<file path="src/rtl/clock_pkg.sv">
// Shared definitions for the century-clock set-mode controller.
//  state_t       : controller state, RUN or one of the five set fields
//  FLD_*         : field index constants, also the set_sel / inc_field bit encoding
//  DAYS_30_MASK  : bit (month-1) set for the 30-day months Apr, Jun, Sep, Nov
//  next_set_state: state reached on a btn_mode press
//  field_sel     : set_sel value for a given state
package clock_pkg;

  typedef enum logic [2:0] {
    RUN      = 3'd0,
    SET_YEAR = 3'd1,
    SET_MON  = 3'd2,
    SET_DAY  = 3'd3,
    SET_HOUR = 3'd4,
    SET_MIN  = 3'd5
  } state_t;

  localparam int FLD_SEC  = 0;
  localparam int FLD_MIN  = 1;
  localparam int FLD_HOUR = 2;
  localparam int FLD_DAY  = 3;
  localparam int FLD_MON  = 4;
  localparam int FLD_YEAR = 5;

  localparam logic [11:0] DAYS_30_MASK = 12'h528;

  function automatic state_t next_set_state(input state_t s);
    case (s)
      RUN:      return SET_YEAR;
      SET_YEAR: return SET_MON;
      SET_MON:  return SET_DAY;
      SET_DAY:  return SET_HOUR;
      SET_HOUR: return SET_MIN;
      default:  return RUN;
    endcase
  endfunction

  function automatic logic [2:0] field_sel(input state_t s);
    case (s)
      SET_YEAR: return 3'(FLD_YEAR);
      SET_MON:  return 3'(FLD_MON);
      SET_DAY:  return 3'(FLD_DAY);
      SET_HOUR: return 3'(FLD_HOUR);
      SET_MIN:  return 3'(FLD_MIN);
      default:  return 3'd0;
    endcase
  endfunction

endpackage

</file>
<file path="src/rtl/days_in_month.sv">
// Combinational day-count limit for the day counter.
//  mon  in  6  month 1..12 (anything else treated as a 31-day month)
//  year in  7  year in century 0..99; every multiple of 4 is leap, 00 included
//  days out 5  28, 29, 30 or 31
module days_in_month
  import clock_pkg::*;
(
  input  logic [5:0] mon,
  input  logic [6:0] year,
  output logic [4:0] days
);

  logic [3:0] mon_idx;

  // NOTE: every signal assigned in always_comb gets a default first so no latch is inferred.
  always_comb begin
    days    = 5'd31;
    mon_idx = mon[3:0] - 4'd1;
    if (mon == 6'd2) begin
      days = ((year % 7'd4) == 7'd0) ? 5'd29 : 5'd28;
    end else if (mon >= 6'd1 && mon <= 6'd12 && DAYS_30_MASK[mon_idx]) begin
      days = 5'd30;
    end
  end

endmodule

</file>
<file path="src/rtl/clock_set_ctrl.sv">
// Time/date set-mode controller for the century clock.
//  clk, rst_n     clock, asynchronous active-low reset
//  tick_1hz       1 Hz single-cycle enable
//  btn_mode       advance to the next set field (RUN->YEAR->MON->DAY->HOUR->MIN->RUN)
//  btn_inc        increment the selected field
//  cur_mon/year   current month and year, used for the day rollover limit
//  run_en         seconds counter may advance
//  carry_en       inter-field carries may propagate
//  sec_clr        one-cycle seconds clear on leaving SET_MIN by button
//  inc_field      one-hot one-cycle field increment {year,mon,day,hour,min,sec}
//  set_sel        selected field index, 0 in RUN
//  blink          display blank strobe for the selected field
//  rst_numb_mon   month rollover value (MON_MAX)
//  rst_numb_day   day rollover value for cur_mon/cur_year, one cycle latency
module clock_set_ctrl
  import clock_pkg::*;
#(
  parameter int TIMEOUT_S = 30,
  parameter int MON_MAX   = 12
) (
  input  logic       clk,
  input  logic       rst_n,
  input  logic       tick_1hz,
  input  logic       btn_mode,
  input  logic       btn_inc,
  input  logic [5:0] cur_mon,
  input  logic [6:0] cur_year,
  output logic       run_en,
  output logic       carry_en,
  output logic       sec_clr,
  output logic [5:0] inc_field,
  output logic [2:0] set_sel,
  output logic       blink,
  output logic [5:0] rst_numb_mon,
  output logic [4:0] rst_numb_day
);

  localparam logic [5:0] TIMEOUT_V = 6'(TIMEOUT_S);

  state_t     state;
  state_t     mode_next;
  logic [5:0] idle_cnt;
  logic [4:0] days_limit;

  assign mode_next    = next_set_state(state);
  assign rst_numb_mon = 6'(MON_MAX);

  days_in_month u_days (
    .mon  (cur_mon),
    .year (cur_year),
    .days (days_limit)
  );

  // NOTE: reset is asynchronous so every output returns to its idle value the moment
  // rst_n falls, which also kills any inc_field pulse already launched.
  // NOTE: sequential state uses non-blocking assignments only, so every flop samples
  // the pre-edge values of the others.
  always_ff @(posedge clk or negedge rst_n) begin
    if (!rst_n) begin
      state     <= RUN;
      run_en    <= 1'b1;
      carry_en  <= 1'b1;
      sec_clr   <= 1'b0;
      inc_field <= 6'd0;
      set_sel   <= 3'd0;
      blink     <= 1'b0;
      idle_cnt  <= 6'd0;
    end else begin
      sec_clr   <= 1'b0;
      inc_field <= 6'd0;
      if (btn_mode) begin
        // Mode press wins over a simultaneous btn_inc; leaving SET_MIN this way
        // restarts the minute from :00.
        state    <= mode_next;
        set_sel  <= field_sel(mode_next);
        run_en   <= (mode_next == RUN);
        carry_en <= (mode_next == RUN);
        sec_clr  <= (mode_next == RUN);
        blink    <= 1'b0;
        idle_cnt <= 6'd0;
      end else if (state != RUN) begin
        if (btn_inc) begin
          // Blank strobe dropped so the user sees the value just stepped.
          inc_field <= 6'd1 << set_sel;
          blink     <= 1'b0;
          idle_cnt  <= 6'd0;
        end else if (idle_cnt == TIMEOUT_V) begin
          // Abandoned set mode: resume running with the values entered, no clear.
          state    <= RUN;
          set_sel  <= 3'd0;
          run_en   <= 1'b1;
          carry_en <= 1'b1;
          blink    <= 1'b0;
          idle_cnt <= 6'd0;
        end else if (tick_1hz) begin
          idle_cnt <= idle_cnt + 6'd1;
          blink    <= ~blink;
        end
      end
    end
  end

  always_ff @(posedge clk or negedge rst_n) begin
    if (!rst_n) begin
      rst_numb_day <= 5'd31;
    end else begin
      rst_numb_day <= days_limit;
    end
  end

endmodule

</file>
<file path="config.mk">
export PLATFORM = sky130hd
export DESIGN_NAME = clock_set_ctrl
export DESIGN_NICKNAME = d
export VERILOG_FILES = /design/src/rtl/clock_pkg.sv /design/src/rtl/days_in_month.sv /design/src/rtl/clock_set_ctrl.sv
export SDC_FILE = /design/constraint.sdc
export NUM_CORES = 1
export LEC_CHECK = 0
export ABC_AREA = 1
export BUFFER_PORTS_ARGS = -buffer_cell sky130_fd_sc_hd__buf_4
export CAP_MARGIN = 40
export CORE_UTILIZATION = 45
export CTS_CLUSTER_SIZE = 28
export DETAILED_ROUTE_END_ITERATION = 7
export GPL_ROUTABILITY_DRIVEN = 0
export PLACE_DENSITY = 0.83
export SLEW_MARGIN = 10
export SYNTH_ARGS = -nofsm -noshare
export SYNTH_HDL_FRONTEND = slang
export SYNTH_SLANG_ARGS = --single-unit
</file>
<file path="constraint.sdc">
create_clock -name clk -period 3.9 [get_ports clk]
set_clock_uncertainty 0.1 [all_clocks]
set_input_delay 0.39 -clock clk [delete_from_list [all_inputs] [get_ports clk]]
set_output_delay 0.39 -clock clk [all_outputs]
set_load 0.01 [all_outputs]
</file>
# == Yosys cells after proc, flatten, opt, wreduce, memory -nomap -nowiden ==
# Memories as Yosys holds them, arrays and structs flattened.
# Index checks and enable logic that the tools add are counted.
# op_classes
shift,1
eq_ne,12
add_sub_neg,2
reduce_logical,11
mux,29
n_bitwise,1
n_lt_le_gt_ge,3
# op_table
cell,n
$mux W6,8
$pmux W3 S5,2
$mux W3,5
$mux W1,13
$eq A3 B2 Y1 const B,4
$eq A3 B3 Y1 const B,3
$logic_not A7 Y1,1
$add A6 B1 Y6 const B,1
$eq A3 B1 Y1 const B,2
$eq A6 B2 Y1 const B,1
$eq A6 B5 Y1 const B,1
$ge A6 B1 Y1 const B,1
$le A6 B4 Y1 const B,1
$logic_not A3 Y1,2
$shl A1 B3 Y6 const A,1
$lt A4 B5 Y1 const B,1
$mux W5,1
$reduce_bool A2 Y1,2
$reduce_bool A4 Y1,1
$sub A4 B1 Y4 const B,1
$reduce_and A3 Y1,1
$reduce_bool A3 Y1,1
$logic_and A1 B1 Y1,2
$ne A2 B2 Y1 const B,1
2 further kinds,2
# word_totals
n_memories,1
output_inout_bits,24
romBits,16
regBits,26
wordCells,68
# memory_table
name,words,word_bits,rd,rd_ports_with_merged_regs,wr,line_no,rtl
(name not given),16,1,1,0,0,days_in_month.sv:21,end else if (mon >= 6'd1 && mon <= 6'd12 && DAYS_30_MASK[mon_idx]) begin

# == Depth between registers and ports, before layout ==
# Gate-level depths: netlist of run 1.
# depth
word_depth,6
depth_mapped,10
depth_no_buf,10

# == Cells and area by module ==
# Synthesis of run 1 repeated with hierarchy kept, for this count alone.
# hier_totals
hier_cells,156
area_unflattened_um2,1322.5
# by_module_without_submodules
mod,instances,area_each_um2,cells_per_inst
clock_set_ctrl,1,1222.4,134
days_in_month,1,100.1,22

# == Worst setup path before layout of run 1 ==
# OpenSTA, ideal clock, no wires.
# synth_timing
path_kind,flip-flop to flip-flop
from,reg idle_cnt[0]
to,reg blink
setup_time_ns,0.116
path_stages_with_launch,11
arrival_time_ns,1.191
period_less_slack_ns,1.408
required_time_ns,3.684
slack_ns,2.492
cell_sequence,dfrtp_1 inv_1 ha_1 inv_1 nor2_4 nand2_4 nand3_4 nand2_4 clkinv_4 nand2_1 nand2_1
# synth_via
elab_chain_cells,5
word_cells_on_any_way,7
classes_between,1 x eq/ne; 4 x mux; 2 x reduce/logical
# synth_rtl
item,line_no,rtl
"start, declared",clock_set_ctrl.sv:42,logic [5:0] idle_cnt;
"start signal, assigned",clock_set_ctrl.sv:96,idle_cnt <= idle_cnt + 6'd1;
$eq A6 B5 Y1 *,clock_set_ctrl.sv:87,end else if (idle_cnt == TIMEOUT_V) begin
$mux W1,clock_set_ctrl.sv:87,
$mux W1,clock_set_ctrl.sv:82,if (btn_inc) begin
$mux W1,clock_set_ctrl.sv:81,end else if (state != RUN) begin
$mux W1,clock_set_ctrl.sv:71,if (btn_mode) begin
"end signal, assigned",clock_set_ctrl.sv:97,blink <= ~blink;
"end, declared",clock_set_ctrl.sv:33,"output logic blink,"
# Every way passes the cells marked *; elsewhere a longest branch is shown, timed or not. The select of a mux whose other input is x is not followed.
# A chain may end at the register's enable or synchronous reset.

# == Final worst setup path of run 1 ==
# layout_timing
from,reg idle_cnt[0]
to,reg idle_cnt[4]
# layout_via
elab_chain_cells,6
word_cells_on_any_way,9
classes_between,1 x add/sub; 1 x eq/ne; 5 x mux; 2 x reduce/logical
# layout_rtl
item,line_no,rtl
$add A6 B1 Y6,clock_set_ctrl.sv:96,
$mux W6,clock_set_ctrl.sv:95,end else if (tick_1hz) begin
$mux W6,clock_set_ctrl.sv:87,
$mux W6,clock_set_ctrl.sv:82,
$mux W6,clock_set_ctrl.sv:81,
$mux W6,clock_set_ctrl.sv:71,
# Several ways; a longest one is shown, not always the timed one. The select of a mux whose other input is x is not followed.

==> impl_metrics.csv, run 1 <==
group,metric,value,unit
status,status,"complete, no violations",
worst_setup_path,worstPathArrival,1.66,ns
timing,fin_tns_setup,0,ns
final_layout,utilization,57.8,%
route,detail-route-antenna-nets,0,
logic_synthesis,postSynthCellCount,148,
route,met2WireLength,1.23,mm
final_layout,syn_to_final_growth,17.1,%
worst_setup_path,endpoint_kind,"flip-flop",
global_route,antenna_found_initial,0,
logic_synthesis,seq_area_frac_synth,45.7,%
worst_setup_path,path_class,"flip-flop to flip-flop",
final_layout,seq_area,579,um^2
power_and_ir_drop,finalPower,729,uW
worst_setup_path,critPathRequiredTime,4.02,ns
power_and_ir_drop,peakVddDrop,0.000309,V
worst_setup_path,cp_max_fo,10,
timing,hold_viol,0,
die,die_h,55.1,um
route,routed_wirelength,2.33,mm
logic_synthesis,synth_top_cell_area_share,39.4,%
timing,final-max-slew-violation-count,0,
die,dieArea,3040,um^2
timing,rsz0062_at_grt,"no",
cts,cts_root_buf,"clkbuf_4",
logic_synthesis,synthArstFlopShare,100,%
cts,clk_latency,0.31,ns
route,vias_per_cell,4.79,
logic_synthesis,ys_warn_count,0,
cts,cts_tree,"built",
cts,cts_buffer_depth,2,
cts,cts_sinks,23,
logic_synthesis,synth_area_leader_cell,"dfrtp_1",
power_and_ir_drop,p_leak,0.000770,uW
route,drt_first_pass_iters,4,
route,m1WireLength,933,um
global_route,grtUsageTotal,18.5,%
power_and_ir_drop,powerDensity,491,nW/um^2
logic_synthesis,syn_area_per_cell,8.57,um^2
final_layout,fillers,241,
logic_synthesis,synthTopCellsByArea,"dfrtp_1, nand2_1, dfstp_2, buf_4, nor2_1",
global_route,grt-ovfl-total,0,
die,initial_utilization,49.4,%
die,ios,42,
logic_synthesis,ys.flop_type,"dfrtp_1",
global_route,grt_pass1_wl,3.86,mm
logic_synthesis,ys_top_cells_by_count,"nand2_1, dfrtp_1, nor2_1, inv_1, buf_4",
route,drtIter0Drc,13,
route,drc,0,
worst_setup_path,startpoint_type,"flip-flop",
timing,fmax,646,MHz
die,core,2570,um^2
placed_design,portBuffers,27,
route,dr.max_layer_used,"met4",
flow_run,maxCapViolCount,0,
route,wl_per_cell,11.3,um
global_route,grt_pass1_vias,913,
logic_synthesis,syn_area,1270,um^2
die,die_w,55.1,um
global_route,grt_max_degree,24,
hold_path,hold_path.class,"input pin to flip-flop",
final_layout,insertedDiodeCount,0,
cts,h-tree-depth,1,
route,wl_met3,132,um
route,vias,987,
final_layout,multiInputGateArea,554,um^2
logic_synthesis,synth_edf_count,0,
final_layout,finalNetCount,197,
timing,setup_viol,0,
final_layout,drive_above_1_share,29.5,%
die,fp-row-count,18,
logic_synthesis,ys_ff_latch,23,
logic_synthesis,synthDistinctLibCells,28,
timing,finalCritPeriodShare,39.7,%
logic_synthesis,yosys.cell_count.top_type,"nand2_1",
placed_design,hpwl,1.86,mm
cts,clkTransAtPathRegs,0.12,ns
cts,cts_inserted_buffers,3,
cts,post_cts_buffers,0,
timing,fin_crit,1.55,ns
## final cells by class
cell class              instances  share of cell area [%]
well taps                      30                    2.53
multi-input cells             103                    37.3
repair buffers                 28                    14.3
flip-flops and latches         23                    39.0
clock buffers                   4                    1.77
inverters                      18                    5.05
## final timing paths
check,startpoint,to,slack (ns),depth (start not counted)
max,idle_cnt[0]$_DFFE_PN0P_,idle_cnt[4]$_DFFE_PN0P_,2.35,10
min,cur_year[0],rst_numb_day[0]$_DFF_PN1_,0.20,4
max reg2reg,idle_cnt[0]$_DFFE_PN0P_,idle_cnt[4]$_DFFE_PN0P_,2.35,10
min reg2reg,carry_en$_DFFE_PN1P_,carry_en$_DFFE_PN1P_,0.38,2
max in group asynchronous,rst_n,carry_en$_DFFE_PN1P_,3.03,2
min in group asynchronous,rst_n,idle_cnt[0]$_DFFE_PN0P_,0.39,2
## power breakdown
| group | switching, uW | internal [uW] |
|---|---|---|
| Combinational | 160 | 112 |
| Sequential | 51.0 | 296 |
| Clock | 69.3 | 40.0 |
## metal layers
layer / vias up / track usage [%]
met2: 32 / 34.1
met5: - / 0
met4: 0 / 6.25
met1: 446 / 21.0
li1: 506 / -
met3: 3 / 3.83
## critical path: stages, from the launching register on
cell and delay, ns:
dfrtp_1 0.44, inv_1 0.08, ha_1 0.19, inv_1 0.08
nor2_4 0.05, nand2_4 0.10, nand3_4 0.10, nand2_4 0.14
clkinv_4 0.07, nand3_2 0.05, nand2_1 0.05
## logic make-up (layout without fill, tap and decap cells)
kind of cell / after synthesis / in the layout / synth area share [%]
buf+inv: 29 / 50 / 12.7
other cells: 2 / 9 / 0.592
compound gates: 11 / 11 / 4.54
simple gates: 80 / 80 / 33.8
flops: 23 / 23 / 45.7
xor+xnor: 1 / 1 / 0.690
fa+ha+maj: 2 / 2 / 1.97
## state kept, by name, indices dropped and copies added, names as in the netlist
name          cells
inc_field         6
idle_cnt          6
state             3
set_sel           3
sec_clr           1
rst_numb_day      2
carry_en          1
blink             1
## cell usage in the layout (no fill, tap or decap), drive strengths merged, types with 2 or more instances in the layout
| cell | count |
|---|---|
| nand4 | 5 |
| o21ai | 7 |
| conb | 9 |
| dfstp | 3 |
| nor3 | 7 |
| clkbuf | 4 |
| nor2 | 19 |
| or2 | 2 |
| nand3 | 12 |
| inv | 17 |
| a21oi | 3 |
| nand2 | 35 |
| dfrtp | 20 |
| buf | 27 |
| ha | 2 |
## repair_timing
item	4_1_cts	5_1_grt
endpoints found under the setup margin	0	0
hold buffers	1	0
hold endpoints to repair	20	0
resized for setup	0	0
## per-stage QoR
stage,instance area [um^2],hold slack (ns),setup WS (ns),instances
final,1490,0.202,2.35,206
after global routing,1490,0.199,2.20,206
after CTS,1490,0.200,2.35,206
after detailed placement,1450,0.201,2.36,201
after global placement,1450,0.194,2.40,201
after floorplan,1290,-0.00559,2.49,155
(Power assumes the default switching activity.)
==> inputs of run 2 (changes only) <==
==> constraint.sdc (replaced) <==
create_clock -name clk -period 1.6 [get_ports clk]
set_clock_uncertainty 0.1 [all_clocks]
set_input_delay 0.16 -clock clk [delete_from_list [all_inputs] [get_ports clk]]
set_output_delay 0.16 -clock clk [all_outputs]
set_load 0.01 [all_outputs]
==> impl_metrics.csv, run 2 (same netlist as run 1, synthesis figures left out) <==
group,metric,value,unit
timing,setup_viol,0,
die,fp-row-count,18,
final_layout,top_regs,"idle_cnt: 6 flops, inc_field: 6 flops",
final_layout,layout_common_cells,"buf_4, nand2_1, dfrtp_1",
final_layout,layout_commonest_cell,"buf_4",
timing,hold_viol,0,
placed_design,hpwl,1.82,mm
timing,fin_tns_setup,0,ns
final_layout,layout.cells.non_filler,212,
global_route,grtUsageTotal,20.0,%
cts,cts_tree,"built",
final_layout,final_area,1550,um^2
global_route,grt-ovfl-total,0,
die,initial_utilization,49.4,%
flow_run,maxCapViolCount,0,
power_and_ir_drop,p_leak,0.000801,uW
route,vias,1023,
timing,fin_crit,1.48,ns
power_and_ir_drop,powerDensity,1190,nW/um^2
timing,final-max-slew-violation-count,0,
hold_path,min_path_cells,3,
global_route,grt_max_degree,24,
cts,cts_sinks,23,
die,dieArea,3040,um^2
die,ios,42,
cts,clkTransAtPathRegs,0.12,ns
global_route,grt_pass1_wl,4.13,mm
route,drc,0,
worst_setup_path,path_class,"flip-flop to flip-flop",
placed_design,dp.cells,202,
final_layout,drive_above_1_share,30.2,%
cts,cts_root_buf,"clkbuf_4",
timing,whs,0.0129,ns
route,drtIter0Drc,9,
global_route,antenna_found_initial,0,
worst_setup_path,critPathRequiredTime,1.72,ns
worst_setup_path,worstPathArrival,1.60,ns
cts,cts_buffer_depth,2,
route,wl_per_cell,11.6,um
status,status,"complete, no violations",
worst_setup_path,r2r_setup_slack,0.12,ns
cts,clk_latency,0.32,ns
power_and_ir_drop,peakVddDrop,0.000749,V
timing,rsz0062_at_grt,"no",
worst_setup_path,startpoint_type,"flip-flop",
cts,h-tree-depth,1,
timing,finalCritPeriodShare,92.2,%
global_route,grt_pass1_vias,980,
route,detail-route-antenna-nets,0,
final_layout,insertedDiodeCount,0,
placed_design,post_dp_cell_area,1460,um^2
worst_setup_path,ff2ff_path_depth,9,
route,drt_first_pass_iters,4,
final_layout,syn_to_final_growth,21.9,%
hold_path,hold_path.class,"input pin to flip-flop",
die,die_h,55.1,um
final_layout,fillers,243,
timing,fmax,678,MHz
route,vias_per_cell,4.83,
worst_setup_path,endpoint_kind,"flip-flop",
route,routed_wirelength,2.47,mm
final_layout,finalNetCount,203,
cts,cts_inserted_buffers,3,
die,die_w,55.1,um
placed_design,portBuffers,27,
die,core,2570,um^2
worst_setup_path,cp_max_fo,10,
run 2: cell count changes in the layout (fill, tap and decap cells not counted), sizes merged:
cell	change
buf	+3
dlygate4sd3	+3
run 2: metrics by stage:
step / util (%) / worst slack (ns) / power, uW
after floorplan: - / 0.192 / 1290
after global placement: 56.7 / 0.160 / 1510
after detailed placement: 56.7 / 0.0969 / 1550
after CTS: 59.3 / 0.0766 / 1830
after global routing: 60.2 / 0.00522 / 1980
final: 60.2 / 0.124 / 1840
run 2: worst paths after layout:
kind	to	startpoint
min in group asynchronous	idle_cnt[2]$_DFFE_PN0P_	rst_n
max in group asynchronous	rst_numb_day[1]$_DFF_PN1_	rst_n
max reg2reg	idle_cnt[3]$_DFFE_PN0P_	idle_cnt[1]$_DFFE_PN0P_
min	sec_clr$_DFF_PN0_	btn_mode
min reg2reg	carry_en$_DFFE_PN1P_	carry_en$_DFFE_PN1P_
max	idle_cnt[3]$_DFFE_PN0P_	idle_cnt[1]$_DFFE_PN0P_
run 2: critical path, cell delays in order (launching register included):
cell and delay (ns):
dfrtp_1 0.44, ha_1 0.20, inv_1 0.09, nor2_4 0.05, nand2_4 0.10, nand3_4 0.12
nand2_8 0.12, clkinv_4 0.06, nand3_2 0.05, nand2_1 0.05
run 2: layout make-up:
type	instances	area [um^2]	area share (%)
clock buffers	4	26.3	1.70
inverters	18	75.1	4.85
multi-input cells	103	563	36.4
flip-flops and latches	23	579	37.5
well taps	30	37.5	2.43
repair buffers	34	265	17.2
run 2: power by group:
part	internal, uW	switching [uW]
Combinational	306	416
Clock	97.7	173
Sequential	723	124
Total	1130	712
run 2: metal layers:
layer	global-route usage, %	vias up	wire length, um
met3	3.28	5	114
met1	23.2	469	1030
met2	35.3	29	1270
met5	0	-	0
li1	-	520	-
met4	10.0	0	54
run 2: repair_timing:
action	in CTS	in global routing
buffers inserted	0	2
endpoints found under the setup margin	0	5
resized for setup	0	1
hold buffers	4	0
endpoints found under the hold margin	25	0
==> inputs of run 3 (changes only) <==
--- a/config.mk
+++ b/config.mk
@@ -8,10 +8,12 @@
 export ABC_AREA = 1
 export BUFFER_PORTS_ARGS = -buffer_cell sky130_fd_sc_hd__buf_4
 export CAP_MARGIN = 40
+export CORE_MARGIN = 2
 export CORE_UTILIZATION = 45
 export CTS_CLUSTER_SIZE = 28
 export DETAILED_ROUTE_END_ITERATION = 7
 export GPL_ROUTABILITY_DRIVEN = 0
+export MAX_ROUTING_LAYER = met4
 export PLACE_DENSITY = 0.83
 export SLEW_MARGIN = 10
 export SYNTH_ARGS = -nofsm -noshare
==> impl_metrics.csv, run 3 (same netlist as run 1, synthesis figures left out) <==
group,metric,value,unit
status,status,"complete, no violations",
die,core,2710,um^2
hold_path,hold_path.class,"input pin to flip-flop",
power_and_ir_drop,clkPwrFrac,14.8,%
final_layout,finalNetCount,202,
route,drc,0,
global_route,grt_pass1_vias,1000,
final_layout,top_regs,"idle_cnt: 6 flops, inc_field: 6 flops",
route,drt_first_pass_iters,5,
worst_setup_path,cp_max_fo,10,
worst_setup_path,critPathTopFamily,"simple AND/OR/NAND/NOR gates",
final_layout,insertedDiodeCount,0,
die,fp-row-count,19,
global_route,grtUsageTotal,16.0,%
worst_setup_path,endpoint_kind,"flip-flop",
cts,cts_tree,"built",
route,routed_wirelength,2.22,mm
cts,cts_inserted_buffers,3,
timing,hold_viol,0,
power_and_ir_drop,sw_frac_of_total,38.0,%
power_and_ir_drop,powerDensity,1170,nW/um^2
timing,fmax,680,MHz
final_layout,drive_above_1_share,29.8,%
route,drtIter0Drc,37,
worst_setup_path,path_class,"flip-flop to flip-flop",
worst_setup_path,crit_path_cell_trace,"inv_1 > ha_1 > inv_1 > nor2_4 > nand2_4 > nand3_4 > nand2_4 > clkinv_4 > nand3_2 > nand2_1",
timing,rsz0062_at_grt,"no",
timing,finalCritPeriodShare,91.9,%
cts,clk_latency,0.31,ns
worst_setup_path,critPathBufInv,3,
route,vias_per_cell,4.84,
timing,setup_viol,0,
flow_run,maxCapViolCount,0,
die,die_w,57.1,um
cts,clkTransAtPathRegs,0.12,ns
final_layout,syn_to_final_growth,20.7,%
worst_setup_path,critPathRequiredTime,1.72,ns
route,wl_per_cell,10.5,um
global_route,grt_max_degree,24,
power_and_ir_drop,p_leak,0.000795,uW
timing,fin_tns_setup,0,ns
global_route,grt_pass1_wl,4.02,mm
final_layout,layout_common_cells,"nand2_1, buf_4, dfrtp_1",
global_route,antenna_found_initial,0,
worst_setup_path,worstPathArrival,1.59,ns
cts,cts_buffer_depth,2,
die,initial_utilization,46.8,%
route,detail-route-antenna-nets,0,
worst_setup_path,cp_slowest_cell,"dfrtp_1",
final_layout,final_area,1530,um^2
power_and_ir_drop,peakVddDrop,0.000952,V
route,dr.max_layer_used,"met3",
power_and_ir_drop,p_sw,683,uW
placed_design,post-place-ws,0.0979,ns
cts,cts_root_buf,"clkbuf_4",
power_and_ir_drop,p_seq_share,46.8,%
worst_setup_path,startpoint_type,"flip-flop",
timing,fin_crit,1.47,ns
die,ios,42,
power_and_ir_drop,pwr-share-comb,38.4,%
cts,cts_resized,0,
timing,worst_slack,0.130,ns
worst_setup_path,slowest_delay,0.37,ns
route,wl_met3,132,um
power_and_ir_drop,power.internal,1110,uW
route,met2WireLength,1.10,mm
timing,final-max-slew-violation-count,0,
global_route,grt-ovfl-total,0,
cts,h-tree-depth,1,
placed_design,portBuffers,27,
die,dieArea,3260,um^2
placed_design,post_dp_cell_area,1460,um^2
route,m1WireLength,992,um
power_and_ir_drop,finalPower,1800,uW
die,die_h,57.1,um
placed_design,hpwl,1.75,mm
route,vias,1026,
cts,cts_sinks,23,
run 3: layout make-up:
class                      count  area (um^2)
tap                           31         38.8
clock buffer                   4         26.3
timing repair buffer          33          258
multi-input combinational    103          554
sequential                    23          579
inverter                      18         75.1
fill                         254         1180
run 3: timing repair:
action | 4_1_cts | 5_1_grt
hold endpoints to repair | 25 | 0
hold buffers | 4 | 0
setup endpoints to repair | 0 | 2
buffers inserted | 0 | 1
run 3: layer usage:
metal	GRT usage [%]	vias up
met5	-	-
met4	1.99	0
met3	5.22	0
met2	26.8	29
met1	19.6	479
li1	-	518
run 3: final timing paths:
kind / slack (ns) / to / startpoint / depth (start not counted)
min in group asynchronous: 0.16 / idle_cnt[1]$_DFFE_PN0P_ / rst_n / 2
min: 0.02 / sec_clr$_DFF_PN0_ / btn_mode / 3
max: 0.13 / idle_cnt[3]$_DFFE_PN0P_ / idle_cnt[0]$_DFFE_PN0P_ / 10
min reg2reg: 0.39 / carry_en$_DFFE_PN1P_ / carry_en$_DFFE_PN1P_ / 2
max reg2reg: 0.13 / idle_cnt[3]$_DFFE_PN0P_ / idle_cnt[0]$_DFFE_PN0P_ / 10
max in group asynchronous: 0.96 / carry_en$_DFFE_PN1P_ / rst_n / 2
run 3: tightest hold or removal path, cell delays in order:
cell and delay, ns:
buf_4 0.13, nand2_1 0.07, nor2_1 0.04
run 3: metrics by stage:
step | hold slack [ns] | std cells | util (%)
after global routing | 0.00505 | 212 | 56.5
after CTS | 0.00608 | 211 | 56.2
after floorplan | -0.236 | 155 | -
after detailed placement | -0.0288 | 203 | 53.8
final | 0.0219 | 212 | 56.5
after global placement | -0.0327 | 203 | 53.8
run 3: power by group through the flow:
| stage | combinational [uW] | clock, uW | sequential, uW |
|---|---|---|---|
| 2_1_floorplan | 412 | 0 | 875 |
| 3_3_place_gp | 662 | 0 | 853 |
| 3_5_place_dp | 679 | 0 | 854 |
| 4_1_cts | 687 | 290 | 845 |
| 5_1_grt | 777 | 309 | 859 |
| 6_report | 689 | 266 | 841 |
